**src/rtl/vga_timing_out.sv**
```systemverilog
// vga_timing_out: VGA raster timing generator and registered colour output stage.
//   The renderer sees hpos/vpos and answers with rgb_in in the same pixel tick.
//   One pixel later, colour and sync appear together on vga_*, hsync/vsync and pmod_out.
// Ports:
//   clk, rst_n    clock and asynchronous active-low reset
//   rgb_in        {r,g,b}, IN_BITS per channel, for the pixel at hpos/vpos
//   hpos, vpos    current pixel column and line
//   pix_tick      one-clock strobe; the raster advances at the end of this clock
//   display_on    hpos/vpos lies inside the visible area
//   frame_start   pix_tick at pixel (0,0)
//   vga_r/g/b     colour reduced to OUT_BITS, blanked outside the visible area
//   hsync, vsync  sync at level SYNC_POL while asserted
//   pmod_out      TinyVGA byte {hs, b0, g0, r0, vs, b1, g1, r1}
// Optional feature: define VGA_DITHER_EN for a 2x2 ordered dither that flips each frame.
module vga_timing_out #(
  parameter int unsigned H_ACTIVE = 640,
  parameter int unsigned H_FP     = 16,
  parameter int unsigned H_SYNC   = 96,
  parameter int unsigned H_BP     = 48,
  parameter int unsigned V_ACTIVE = 480,
  parameter int unsigned V_FP     = 10,
  parameter int unsigned V_SYNC   = 2,
  parameter int unsigned V_BP     = 33,
  parameter int unsigned SYNC_POL = 0,
  parameter int unsigned CLK_DIV  = 1,
  parameter int unsigned IN_BITS  = 4,
  parameter int unsigned OUT_BITS = 2
) (
  input  logic                  clk,
  input  logic                  rst_n,
  input  logic [3*IN_BITS-1:0]  rgb_in,
  output logic [10:0]           hpos,
  output logic [9:0]            vpos,
  output logic                  pix_tick,
  output logic                  display_on,
  output logic                  frame_start,
  output logic [OUT_BITS-1:0]   vga_r,
  output logic [OUT_BITS-1:0]   vga_g,
  output logic [OUT_BITS-1:0]   vga_b,
  output logic                  hsync,
  output logic                  vsync,
  output logic [7:0]            pmod_out
);

  localparam int unsigned H_TOTAL = H_ACTIVE + H_FP + H_SYNC + H_BP;
  localparam int unsigned V_TOTAL = V_ACTIVE + V_FP + V_SYNC + V_BP;
  localparam int unsigned H_SS    = H_ACTIVE + H_FP;
  localparam int unsigned H_SE    = H_SS + H_SYNC;
  localparam int unsigned V_SS    = V_ACTIVE + V_FP;
  localparam int unsigned V_SE    = V_SS + V_SYNC;
  localparam int unsigned DIV_W   = (CLK_DIV > 1) ? $clog2(CLK_DIV) : 1;
  localparam int unsigned D       = IN_BITS - OUT_BITS;
  localparam logic        SP      = 1'(SYNC_POL);

  logic [DIV_W-1:0]    div, div_d;
  logic                tick_d;
  logic [10:0]         hpos_d;
  logic [9:0]          vpos_d;
  logic                display_on_d, frame_start_d;
  logic [IN_BITS-1:0]  r_in, g_in, b_in;
  logic [OUT_BITS-1:0] r_d, g_d, b_d;
  logic                hsync_d, vsync_d;
  logic [7:0]          pmod_d;

`ifdef VGA_DITHER_EN
  localparam int unsigned SW   = IN_BITS + 1;
  localparam int unsigned SH_L = (D >= 2) ? D - 2 : 0;
  localparam int unsigned SH_R = (D >= 2) ? 0 : 2 - D;

  logic       parity, parity_d;
  logic [1:0] bayer;

  // Add the Bayer threshold scaled to the discarded bits, saturate, then truncate.
  function automatic logic [OUT_BITS-1:0] reduce(input logic [IN_BITS-1:0] c,
                                                 input logic [1:0] b);
    logic [SW-1:0] t;
    logic [SW-1:0] sum;
    if (D == 0) return OUT_BITS'(c);
    t   = (SW'(b) << SH_L) >> SH_R;
    sum = SW'(c) + t;
    if (sum[SW-1]) sum = SW'({IN_BITS{1'b1}});
    return OUT_BITS'(sum >> D);
  endfunction
`else
  function automatic logic [OUT_BITS-1:0] reduce(input logic [IN_BITS-1:0] c);
    return OUT_BITS'(c >> D);
  endfunction
`endif

  assign r_in = rgb_in[3*IN_BITS-1 -: IN_BITS];
  assign g_in = rgb_in[2*IN_BITS-1 -: IN_BITS];
  assign b_in = rgb_in[IN_BITS-1:0];

  // Next-state for divider, raster counters and the colour/sync pipeline stage.
  always_comb begin
    div_d  = (div == DIV_W'(CLK_DIV - 1)) ? '0 : div + DIV_W'(1);
    tick_d = (div_d == DIV_W'(CLK_DIV - 1));
    hpos_d = hpos;
    vpos_d = vpos;
`ifdef VGA_DITHER_EN
    parity_d = parity;
    case ({vpos[0] ^ parity, hpos[0]})
      2'd0:    bayer = 2'd0;
      2'd1:    bayer = 2'd2;
      2'd2:    bayer = 2'd3;
      default: bayer = 2'd1;
    endcase
`endif
    if (pix_tick) begin
      if (hpos == 11'(H_TOTAL - 1)) begin
        hpos_d = '0;
        if (vpos == 10'(V_TOTAL - 1)) begin
          vpos_d = '0;
`ifdef VGA_DITHER_EN
          parity_d = ~parity;
`endif
        end else begin
          vpos_d = vpos + 10'd1;
        end
      end else begin
        hpos_d = hpos + 11'd1;
      end
    end
    display_on_d  = (hpos_d < 11'(H_ACTIVE)) && (vpos_d < 10'(V_ACTIVE));
    frame_start_d = tick_d && (hpos_d == '0) && (vpos_d == '0);

    // Colour and sync for the current pixel, presented after this tick.
`ifdef VGA_DITHER_EN
    r_d = display_on ? reduce(r_in, bayer) : '0;
    g_d = display_on ? reduce(g_in, bayer) : '0;
    b_d = display_on ? reduce(b_in, bayer) : '0;
`else
    r_d = display_on ? reduce(r_in) : '0;
    g_d = display_on ? reduce(g_in) : '0;
    b_d = display_on ? reduce(b_in) : '0;
`endif
    hsync_d = ((hpos >= 11'(H_SS)) && (hpos < 11'(H_SE))) ? SP : ~SP;
    vsync_d = ((vpos >= 10'(V_SS)) && (vpos < 10'(V_SE))) ? SP : ~SP;
    pmod_d  = {hsync_d, b_d[0], g_d[0], r_d[0],
               vsync_d, b_d[OUT_BITS-1], g_d[OUT_BITS-1], r_d[OUT_BITS-1]};
  end

  // State and output registers; the output stage only loads on a pixel tick.
  always_ff @(posedge clk or negedge rst_n) begin
    if (!rst_n) begin
      div         <= '0;
      pix_tick    <= 1'b0;
      hpos        <= '0;
      vpos        <= '0;
      display_on  <= 1'b1;
      frame_start <= 1'b0;
      vga_r       <= '0;
      vga_g       <= '0;
      vga_b       <= '0;
      hsync       <= ~SP;
      vsync       <= ~SP;
      pmod_out    <= {~SP, 3'b000, ~SP, 3'b000};
`ifdef VGA_DITHER_EN
      parity      <= 1'b0;
`endif
    end else begin
      div         <= div_d;
      pix_tick    <= tick_d;
      hpos        <= hpos_d;
      vpos        <= vpos_d;
      display_on  <= display_on_d;
      frame_start <= frame_start_d;
`ifdef VGA_DITHER_EN
      parity      <= parity_d;
`endif
      if (pix_tick) begin
        vga_r    <= r_d;
        vga_g    <= g_d;
        vga_b    <= b_d;
        hsync    <= hsync_d;
        vsync    <= vsync_d;
        pmod_out <= pmod_d;
      end
    end
  end

endmodule

```
**config.mk**
```make
export PLATFORM = sky130hd
export DESIGN_NAME = vga_timing_out
export DESIGN_NICKNAME = d
export VERILOG_FILES = /design/src/rtl/vga_timing_out.sv
export SDC_FILE = /design/constraint.sdc
export NUM_CORES = 1
export LEC_CHECK = 0
export CAP_MARGIN = 20
export CORE_MARGIN = 2
export CORE_UTILIZATION = 53
export CTS_BUF_LIST = sky130_fd_sc_hd__clkbuf_8
export CTS_CLUSTER_DIAMETER = 30
export DETAILED_ROUTE_END_ITERATION = 8
export PLACE_DENSITY = 0.88
export SYNTH_ARGS = -nofsm -noshare
export SYNTH_HDL_FRONTEND = slang
export SYNTH_SLANG_ARGS = --single-unit
```
**constraint.sdc**
```tcl
create_clock -name clk -period 7.2 [get_ports clk]
set_input_delay 0.72 -clock clk [delete_from_list [all_inputs] [get_ports clk]]
set_output_delay 0.72 -clock clk [all_outputs]
set_load 0.01 [all_outputs]
```
==> impl_metrics.yaml <==
synth:
  synthMostInstantiatedCell: "dfrtp_1"
  synth.lib_cells_used.distinct: 52
  synth.largest_area_cell: "dfrtp_1"
  synth_nets: 232
  synth_compound_gate_area_share: 0.1551
  synth_xor_area_frac: 0.04955
  avgSynthCellArea_sq_um: 9.128
  post_synth_and_or_nand_nor_area_fraction: 0.2490
  netlist_area_sq_um: 1944
  postSynthRegisterBits: 32
  synthTopCellsByCount: "dfrtp_1, o21ai_0, nand3_1, inv_1, nand2_1"
  synth_top_family_by_area: "simple AND/OR/NAND/NOR gates"
  ys.warnings.count: 0
  syn-instance-count: 213
  synth-edff-count: 0
  synth_largest_type_area_fraction: 0.3732
  synth.yosys.seq_area_share: 0.4138
  post_synth_fa_ha_maj_area_fraction: 0.03218
  synth_async_sr_flop_share: 1.000
  synth.area.top_cells: "dfrtp_1, o21ai_0, nand3_1"
  synth_mux_area_frac: 0.005792
  synth-main-ff-cell: "dfrtp_1"
sta:
  transition_time_of_the_tightest_slew_check_pin_ns: 0.6561
  rsz0062_at_grt: "false"
  timing.final.hold_violations: 0
  finalCritPeriodShare: 0.4012
  maxClockFrequency_mhz: 346.2
  finalCriticalPeriod_ns: 2.889
  fin_skew_ns: 0.001880
  report.final.slew_viol_count: 0
  finalSetupTns_ns: 0
  maxSlewHeadroom: 0.5586
  setup_viol_count_final: 0
  worst_slack_ns: 4.311
global_route:
  antenna_found_initial: 0
  grt_overflow_total: 0
  grt_pass1_wl_mm: 7.314
  grt_max_degree: 34
  grt_util_all_layers: 0.2278
  number_of_global_route_vias_before_repair: 1520
pwr:
  share_comb_of_total_power: 0.256
  switchingPower_uw: 165.8
  pwr-share-seq: 0.432
  p_clk_frac: 0.312
  p_int_uw: 382.0
  swShare: 0.3027
  vdd.ir_drop.worst_mv: 0.1469
  leakagePower_uw: 0.001005
  power.density_cell_area_nw_per_um2: 221.8
worst_setup_path:
  type_of_destination_of_the_critical_path: "register"
  setup.worst_path.class: "reg -> reg"
  critical_path.startpoint_type: "register"
  worstRegToRegCells: 6
  worst_ep_required_time_ns: 7.42
  crit_path_max_fanout: 9
  cp.arrival_ns: 3.11
floorplanning:
  placementRows: 22
  core_area_sq_um: 3606
  initial_utilization: 0.5392
  floorplan.die.height_microns: 64.57
  die_area_sq_um: 4169
  floorplan.io_pins: 54
  dieWidth_microns: 64.57
hold_path:
  holdCritPathClass: "reg -> reg"
  hold-path-cell-count: 2
clocking:
  clkTransAtPathRegs_ns: 0.07
  cts_made_buffers: 5
  hold_buffers: 0
  ctsHtreeMaxLevel: 2
  cts.path.max_buffers: 2
  ctsRootBufferMaster: "clkbuf_8"
  cts_tree: "done"
  post_cts.resized_instances: 0
  insertion_delay_ns: 0.29
  postCtsSetupRepairBufs: 0
  cts_num_sinks: 32
layout:
  diodes: 0
  fillers: 286
  layout-drive-gt1-share: 0.08434
  multiInputGateArea_sq_um: 959.7
  layout.cells.non_filler: 297
  area.growth.synth_to_final_pct: 27.03
  stdcell_area_sq_um: 2470
  fin_nets: 267
  layout.area.seq_sq_um: 804.5
drt:
  routed-via-count: 1775
  drtIter0Drc: 138
  antenna_left: 0
  detail_route.vias_per_cell: 5.976
  total_length_of_routed_wires_mm: 4.405
  first_pass_iters: 6
  drcViolationCount: 0
  final_routed_wire_length_divided_by_cell_count_microns: 14.83
place:
  hpwl_reported_at_the_end_of_detailed_placement_mm: 3.138
  io_buffers: 47
  post_dp_cell_area_sq_um: 2359
  weighted_congestion_reported_at_the_end_of_routability_driven_placement: 0.9251
  placement.setup.worst_slack_ns: 4.374
  numPlacedInstances: 289
outcome:
  run_status: "finished clean"
run:
  max_cap_violations: 0
## cell type report
cell class / count / area share
clock buffer: 5 / 0.02786
clock inverter: 3 / 0.01722
inverter: 13 / 0.01976
multi-input combinational: 147 / 0.3886
sequential: 32 / 0.3257
tap: 48 / 0.02432
timing repair buffer: 49 / 0.1966
## path summary, 6_finish.rpt
check | start | endpoint | slack [ns]
worst max-delay path | hpos[5] | frame_start | 4.31
worst min-delay path | pmod_out[3] | pmod_out[3] | 0.52
worst max register to register | hpos[5] | frame_start | 4.31
worst min register to register | pmod_out[3] | pmod_out[3] | 0.52
max in group asynchronous | rst_n | pmod_out[3] | 6.06
min in group asynchronous | rst_n | hpos[10] | 0.82
## cell usage in the layout (no fill, tap or decap), drive strengths merged, types with 7 or more instances in the layout
cell type	count
xnor2	9
nand2	13
nor3	10
dfrtp	29
nand3	16
nor2	7
o21ai	21
inv	13
clkdlybuf4s50	47
nand4	7
## critical path, cell delays in order, from the launching register on
cell     delay [ns]
dfrtp_1        0.48
or4b_4         0.58
nor4_1         0.62
nand2_1        0.15
xnor2_1        0.17
or4b_2         0.67
nor3_2         0.16
## through the flow
step	hold WS, ns	power (uW)	util
2_1_floorplan	0.4244	321.2	-
3_3_place_gp	0.4924	373.2	0.6541
3_5_place_dp	0.5123	380.0	0.6541
4_1_cts	0.5252	552.5	0.6849
5_1_grt	0.5680	582.0	0.6849
6_report	0.5182	547.8	0.6849
## registers in the layout (all words and copies together), names as in the netlist
signal	flops
hpos	11
frame_start	1
vga_g	1
vga_b	1
vpos	10
pix_tick	1
display_on	1
vga_r	1
pmod_out	4
hsync	1
## routing by layer
layer  global-route usage  share of wire  up-vias
met5                    0              0        -
met4              0.08777          0.017        0
met3              0.06597          0.070       10
met2               0.3685           0.49       97
met1               0.2888           0.43      839
li1                     -              -      829
## kinds of logic (layout without fill, tap and decap cells)
logic type	Yosys count	after routing
AND/OR/NAND/NOR	81	81
AO/OA/AOI/OAI	48	48
buffers and inverters	34	70
flip-flops	32	32
XOR/XNOR	11	11
adder cells (fa/ha/maj)	5	5
other	1	1
multiplexers	1	1
## power groups by stage
stage                     clock network (uW)  logic, uW  registers (uW)
after floorplan                            0       94.1             227
after global placement                     0        137             237
after detailed placement                   0        141             239
after CTS                                175        142             236
after global routing                     184        156             241
final                                    171        140             237
Note: power is estimated with default switching activity, not from simulation.
